[src/rtl/fetch_prefetch_if.sv]
// Fetch unit bundle: redirect/flush control, instruction-memory request/response, decode-side head.
interface fetch_prefetch_if;
  logic        stall_f;
  logic        flush_f;
  logic        pc_w_en;
  logic [31:0] reg_pc_in;
  logic        mem_req_o;
  logic [31:0] mem_pc_out;
  logic        mem_gnt_i;
  logic        mem_rvalid_i;
  logic [31:0] instr_fetch_in;
  logic        instr_valid_o;
  logic [31:0] instr_decode_out;
  logic [31:0] reg_pc_out;
  logic        misalign_o;

  modport master (
    input  stall_f, flush_f, pc_w_en, reg_pc_in, mem_gnt_i, mem_rvalid_i, instr_fetch_in,
    output mem_req_o, mem_pc_out, instr_valid_o, instr_decode_out, reg_pc_out, misalign_o
  );

  modport slave (
    output stall_f, flush_f, pc_w_en, reg_pc_in, mem_gnt_i, mem_rvalid_i, instr_fetch_in,
    input  mem_req_o, mem_pc_out, instr_valid_o, instr_decode_out, reg_pc_out, misalign_o
  );
endinterface

[src/rtl/fetch_prefetch.sv]
// Prefetching instruction fetch unit: sequential word fetches ahead of decode into a DEPTH-entry FIFO.
// Optional FETCH_MISALIGN_EN: a misaligned redirect target becomes a marker entry instead of a fetch.
module fetch_prefetch #(
  parameter logic [31:0] RESET_PC  = 32'h0000_0000,
  parameter int          DEPTH     = 4,
  parameter int          MAX_OUTST = 2
) (
  input  logic             clk_i,
  input  logic             rst_i,
  fetch_prefetch_if.master bus
);
  localparam int            AW      = $clog2(DEPTH);
  localparam int            CW      = AW + 1;
  localparam logic [CW:0]   DEPTH_C = (CW+1)'(DEPTH);
  localparam logic [CW-1:0] MAXO_C  = CW'(MAX_OUTST);

  logic [31:0]   r_pc, r_resp_pc;
  logic          r_issue_en;
  logic [AW-1:0] r_wr, r_rd;
  logic [CW-1:0] r_cnt, r_out, r_drop;
  logic [31:0]   r_instr [DEPTH];
  logic [31:0]   r_epc   [DEPTH];

  logic [31:0]   w_tgt, w_push_instr, w_push_pc;
  logic          w_tgt_mis, w_req, w_gnt, w_flush, w_valid, w_pop;
  logic          w_push_rsp, w_push_mark, w_push;
  logic [CW-1:0] w_out_nxt;

`ifdef FETCH_MISALIGN_EN
  logic          r_mark_pend;
  logic [31:0]   r_mark_pc;
  logic          r_mis [DEPTH];

  assign w_tgt        = bus.reg_pc_in;
  assign w_tgt_mis    = |bus.reg_pc_in[1:0];
  // Marker waits until every abandoned response has drained so it cannot overtake one.
  assign w_push_mark  = r_mark_pend && (r_drop == '0) && !bus.mem_rvalid_i;
  assign w_push_instr = w_push_mark ? 32'h0 : bus.instr_fetch_in;
  assign w_push_pc    = w_push_mark ? r_mark_pc : r_resp_pc;
`else
  logic w_unused;
  assign w_unused     = ^bus.reg_pc_in[1:0];
  assign w_tgt        = {bus.reg_pc_in[31:2], 2'b00};
  assign w_tgt_mis    = 1'b0;
  assign w_push_mark  = 1'b0;
  assign w_push_instr = bus.instr_fetch_in;
  assign w_push_pc    = r_resp_pc;
`endif

  // Credit counts in-flight requests so a granted response always finds a free FIFO slot.
  assign w_flush    = bus.flush_f || bus.pc_w_en;
  assign w_req      = !rst_i && r_issue_en && (({1'b0, r_cnt} + {1'b0, r_out}) < DEPTH_C)
                      && (r_out < MAXO_C);
  assign w_gnt      = w_req && bus.mem_gnt_i;
  assign w_push_rsp = bus.mem_rvalid_i && (r_drop == '0);
  assign w_push     = w_push_rsp || w_push_mark;
  assign w_valid    = !rst_i && (r_cnt != '0);
  assign w_pop      = w_valid && !bus.stall_f;
  assign w_out_nxt  = r_out + CW'(w_gnt) - CW'(bus.mem_rvalid_i);

  always_ff @(posedge clk_i) begin
    if (rst_i) begin
      r_pc       <= RESET_PC;
      r_resp_pc  <= RESET_PC;
      r_issue_en <= 1'b1;
      r_wr       <= '0;
      r_rd       <= '0;
      r_cnt      <= '0;
      r_out      <= '0;
      r_drop     <= '0;
    end else begin
      r_out <= w_out_nxt;
      // Discarding: everything still in flight after this cycle gets dropped on return.
      if (w_flush) begin
        r_wr   <= '0;
        r_rd   <= '0;
        r_cnt  <= '0;
        r_drop <= w_out_nxt;
      end else begin
        if (w_push) r_wr <= r_wr + 1'b1;
        if (w_pop)  r_rd <= r_rd + 1'b1;
        r_cnt <= r_cnt + CW'(w_push) - CW'(w_pop);
        if (bus.mem_rvalid_i && (r_drop != '0)) r_drop <= r_drop - 1'b1;
      end
      if (bus.pc_w_en) begin
        r_pc       <= w_tgt;
        r_resp_pc  <= w_tgt;
        r_issue_en <= !w_tgt_mis;
      end else begin
        if (bus.flush_f) r_issue_en <= 1'b0;
        if (w_gnt) r_pc <= r_pc + 32'd4;
        if (w_push_rsp && !bus.flush_f) r_resp_pc <= r_resp_pc + 32'd4;
      end
    end
  end

  always_ff @(posedge clk_i) begin
    if (w_push) begin
      r_instr[r_wr] <= w_push_instr;
      r_epc[r_wr]   <= w_push_pc;
    end
  end

`ifdef FETCH_MISALIGN_EN
  always_ff @(posedge clk_i) begin
    if (rst_i)            r_mark_pend <= 1'b0;
    else if (w_flush)     r_mark_pend <= bus.pc_w_en && w_tgt_mis;
    else if (w_push_mark) r_mark_pend <= 1'b0;
  end

  always_ff @(posedge clk_i) begin
    if (bus.pc_w_en) r_mark_pc <= w_tgt;
    if (w_push)      r_mis[r_wr] <= w_push_mark;
  end

  assign bus.misalign_o = w_valid && r_mis[r_rd];
`else
  assign bus.misalign_o = 1'b0;
`endif

  assign bus.mem_req_o        = w_req;
  assign bus.mem_pc_out       = rst_i ? RESET_PC : r_pc;
  assign bus.instr_valid_o    = w_valid;
  assign bus.instr_decode_out = w_valid ? r_instr[r_rd] : 32'h0;
  assign bus.reg_pc_out       = w_valid ? r_epc[r_rd] : 32'h0;
endmodule

[src/flat_wrapper.sv]
// flat-port wrapper written by rule: the top's interface ports become plain ports
module fetch_prefetch_flat 
#(
  parameter logic [31:0] RESET_PC  = 32'h0000_0000,
  parameter int          DEPTH     = 4,
  parameter int          MAX_OUTST = 2
)
  (clk_i, rst_i, bus_stall_f, bus_flush_f, bus_pc_w_en, bus_reg_pc_in, bus_mem_gnt_i, bus_mem_rvalid_i, bus_instr_fetch_in, bus_mem_req_o, bus_mem_pc_out, bus_instr_valid_o, bus_instr_decode_out, bus_reg_pc_out, bus_misalign_o);
  fetch_prefetch_if bus_i ();
  input  logic clk_i;
  input  logic rst_i;
  input wire logic [$bits(bus_i.stall_f)-1:0] bus_stall_f;
  input wire logic [$bits(bus_i.flush_f)-1:0] bus_flush_f;
  input wire logic [$bits(bus_i.pc_w_en)-1:0] bus_pc_w_en;
  input wire logic [$bits(bus_i.reg_pc_in)-1:0] bus_reg_pc_in;
  input wire logic [$bits(bus_i.mem_gnt_i)-1:0] bus_mem_gnt_i;
  input wire logic [$bits(bus_i.mem_rvalid_i)-1:0] bus_mem_rvalid_i;
  input wire logic [$bits(bus_i.instr_fetch_in)-1:0] bus_instr_fetch_in;
  output wire logic [$bits(bus_i.mem_req_o)-1:0] bus_mem_req_o;
  output wire logic [$bits(bus_i.mem_pc_out)-1:0] bus_mem_pc_out;
  output wire logic [$bits(bus_i.instr_valid_o)-1:0] bus_instr_valid_o;
  output wire logic [$bits(bus_i.instr_decode_out)-1:0] bus_instr_decode_out;
  output wire logic [$bits(bus_i.reg_pc_out)-1:0] bus_reg_pc_out;
  output wire logic [$bits(bus_i.misalign_o)-1:0] bus_misalign_o;
  assign bus_i.stall_f = bus_stall_f;
  assign bus_i.flush_f = bus_flush_f;
  assign bus_i.pc_w_en = bus_pc_w_en;
  assign bus_i.reg_pc_in = bus_reg_pc_in;
  assign bus_i.mem_gnt_i = bus_mem_gnt_i;
  assign bus_i.mem_rvalid_i = bus_mem_rvalid_i;
  assign bus_i.instr_fetch_in = bus_instr_fetch_in;
  assign bus_mem_req_o = bus_i.mem_req_o;
  assign bus_mem_pc_out = bus_i.mem_pc_out;
  assign bus_instr_valid_o = bus_i.instr_valid_o;
  assign bus_instr_decode_out = bus_i.instr_decode_out;
  assign bus_reg_pc_out = bus_i.reg_pc_out;
  assign bus_misalign_o = bus_i.misalign_o;
  fetch_prefetch #(.RESET_PC(RESET_PC), .DEPTH(DEPTH), .MAX_OUTST(MAX_OUTST)) u_core (.clk_i(clk_i), .rst_i(rst_i), .bus(bus_i));
endmodule
[config.mk]
export PLATFORM = sky130hd
export DESIGN_NAME = fetch_prefetch_flat
export DESIGN_NICKNAME = d
export VERILOG_FILES = /design/src/rtl/fetch_prefetch_if.sv /design/src/rtl/fetch_prefetch.sv /design/src/flat_wrapper.sv
export SDC_FILE = /design/constraint.sdc
export NUM_CORES = 1
export LEC_CHECK = 0
export CAP_MARGIN = 30
export CORE_MARGIN = 4
export CORE_UTILIZATION = 25
export DETAILED_ROUTE_END_ITERATION = 10
export REMOVE_ABC_BUFFERS = 1
export SYNTH_ARGS = -nofsm -noshare
export SYNTH_HDL_FRONTEND = slang
export SYNTH_SLANG_ARGS = --single-unit
[constraint.sdc]
create_clock -name clk_i -period 3.55 [get_ports clk_i]
set_input_delay 0.71 -clock clk_i [delete_from_list [all_inputs] [get_ports clk_i]]
set_output_delay 0.71 -clock clk_i [all_outputs]
set_load 0.02 [all_outputs]
==> flow_summary.yaml <==
yosys:
  syn_area_um2: 14100
  async_flop_share_pct: 0
  synthCells: 1010
  synth_area_per_cell_um2: 14.0
  synth_cell_types: 59
  synth_seq_cells: 324
  seq_area_frac_synth_pct: 63.6
  synth-main-ff-cell: "edfxtp_1"
  yosysWarnings: 0
  synth_edf_count: 248
placement:
  io_buffers: 162
  routabilityCongestion: 0.789
  pre_cts_slack_ns: 0.524
  dp_hpwl_um: 24000
worst_setup_path:
  r2r_start: "u_core.r_out[1]"
  startpoint_type: "register"
  endpoint_kind: "output port"
  crit_required_ns: 2.84
  worst-setup-path-type: "register to output port"
  arrival_ns: 2.64
  path_max_fanout: 48
power_and_ir_drop:
  ir_worst_vdd_mv: 0.253
  leakage_nw: 5.82
  power_mw: 9.35
  powerDensity_nw_per_um2: 521
worst_hold_path:
  hp-start: "u_core.r_issue_en"
  min_path_type: "register to register"
floorplanning:
  start_util_pct: 25.4
  die_x_um: 246
  num_io_pins: 170
  rows: 86
  fp.dieH_um: 246
  fp.coreArea_um2: 55500
  die-area_um2: 60300
sta:
  finalMaxSlewViolations: 0
  hold_slack_ns: 0.498
  period_minus_slack_ns: 3.35
  worst-slew-pin-transition_ns: 0.653
  max_freq_mhz: 298
  fin_ws_ns: 0.199
  finalCritPeriodShare_pct: 94.4
  slew-limit-headroom_pct: 56.4
  fin_skew_ns: 0.0223
  hold_violations: 0
  grt_setup_unrepaired: "false"
  setup-violations-final: 0
route:
  wl_met3_um: 2080
  wl_met1_um: 16100
  via_count: 9092
  drc: 0
  wl_per_cell_um: 18.4
  met2_length_um: 17200
  vias_per_cell: 4.65
  top_layer_used: "met4"
  firstDrtPassIters: 5
  ant_nets: 0
  drtIter0Drc: 622
  totalWireLength_um: 36100
finish:
  fin_nets: 1266
  area_growth_pct: 27.2
  drive_gt1_share_pct: 14.7
global_route:
  grt_pass1_vias: 8933
  gr-total-overflow: 0
  grt_pass1_wl_um: 54500
  antenna_found_initial: 1
  grt_max_degree: 64
  groute.usage.overall_pct: 11.7
clock_tree:
  post_cts_resized: 0
  clkLatencyLatePin_ns: 0.54
  cts_setup_buffers: 0
  clockBufferDepth: 3
  cts.htree.levels: 2
  clkSinkCount: 324
  root_buffer: "clkbuf_16"
  cts_tree: "built"
  clkTransAtPathRegs_ns: 0.06
  cts_buffers: 37
  ctsHoldBuffers: 0
run_status:
  outcome: "complete, no violations"
job:
  cap_violations: 0
cells by family (layout without fill, tap and decap cells):
| family | after synthesis | count (layout) | synth area share (%) |
|---|---|---|---|
| xor gates and xnor gates | 18 | 18 | 1.12 |
| DFF | 324 | 324 | 63.6 |
| muxes | 62 | 62 | 9.90 |
| other | 1 | 6 | 0.0266 |
| and+or+nand+nor | 371 | 371 | 14.8 |
| AOI/OAI and AO/OA | 117 | 117 | 6.15 |
| buffers and inverters | 100 | 293 | 2.80 |
| adders and majority gates | 17 | 17 | 1.61 |
per-stage QoR:
| step | util, % | cells | instance area, um2 | setup TNS (ns) |
|---|---|---|---|---|
| 6_report | 32.3 | 1956 | 17900 | 0 |
| 5_1_grt | 32.3 | 1955 | 17900 | 0 |
| 4_1_cts | 32.3 | 1955 | 17900 | 0 |
| 3_5_place_dp | 30.1 | 1887 | 16700 | 0 |
| 3_3_place_gp | 30.1 | 1887 | 16700 | 0 |
| 2_1_floorplan | - | 950 | 13900 | -42.19 |
critical path, stage by stage, from the launching register on:
cell and delay, ns:
dfxtp_4 0.36, buf_12 0.34, mux4_2 0.63, and2_1 0.19, clkdlybuf4s50_1 0.53
per-layer routing:
metal  vias to the layer above  global-route usage, %
met5                         -                      0
met4                         0                   2.70
met3                        36                   2.75
met2                       262                   19.2
met1                      4571                   15.6
li1                       4223                      -
cells in the mapped netlist (all sizes together) (24+ instances only):
library cell / count / area share, %
nand2: 52 / 1.4
dfxtp: 76 / 11
nor4: 25 / 1.1
nand3: 27 / 0.96
edfxtp: 248 / 53
nor2: 55 / 1.5
nor2b: 38 / 1.7
and2: 70 / 3.1
inv: 36 / 0.96
clkbuf: 48 / 1.3
mux4: 62 / 9.9
a211oi: 24 / 1.3
cells in the final DEF (no fill, tap or decap), types with 13 or more instances in the layout:
master           instances
nand2_1                 52
ha_1                    15
nor2_1                  54
a21oi_1                 19
mux4_2                  62
nand3_1                 27
clkdlybuf4s50_1        148
nor4_1                  25
clkbuf_16               40
inv_1                   36
nand4_1                 21
dfxtp_1                 74
and4_1                  15
xnor2_1                 13
buf_4                   32
and2_1                  66
a211oi_1                24
edfxtp_1               248
nor3_1                  16
nor2b_1                 38
power by group:
part | total [mW] | internal [mW] | switching, mW
clock network | 3.83 | 2.32 | 1.52
logic | 1.01 | 0.462 | 0.543
registers | 4.51 | 4.36 | 0.148
final cells by class:
cell class                 instances  area (um2)
clock inverter                    22         196
fill                            5511       37600
tap                              748         936
timing repair buffer             189        1870
multi-input combinational        590        4790
clock buffer                      46        1040
antenna                            1        2.50
sequential                       324        8980
inverter                          36         135
state kept, by name (all words and copies together), names as in the netlist, named ones only:
register,cells
u_core.r_rd,2
u_core.r_epc,120
u_core.r_cnt,3
u_core.r_out,3
u_core.r_pc,30
u_core.r_instr,128
u_core.r_drop,3
u_core.r_resp_pc,30
u_core.r_wr,2
u_core.r_issue_en,1
worst paths after layout:
path | to | slack [ns] | depth (start not counted)
worst max-delay path | bus_reg_pc_out[24] | 0.20 | 4
worst min-delay path | u_core.r_issue_en | 0.50 | 2
worst max register to register | u_core.r_pc[31] | 0.91 | 5
worst min register to register | u_core.r_issue_en | 0.50 | 2
Power figures use the tool's default switching activity.
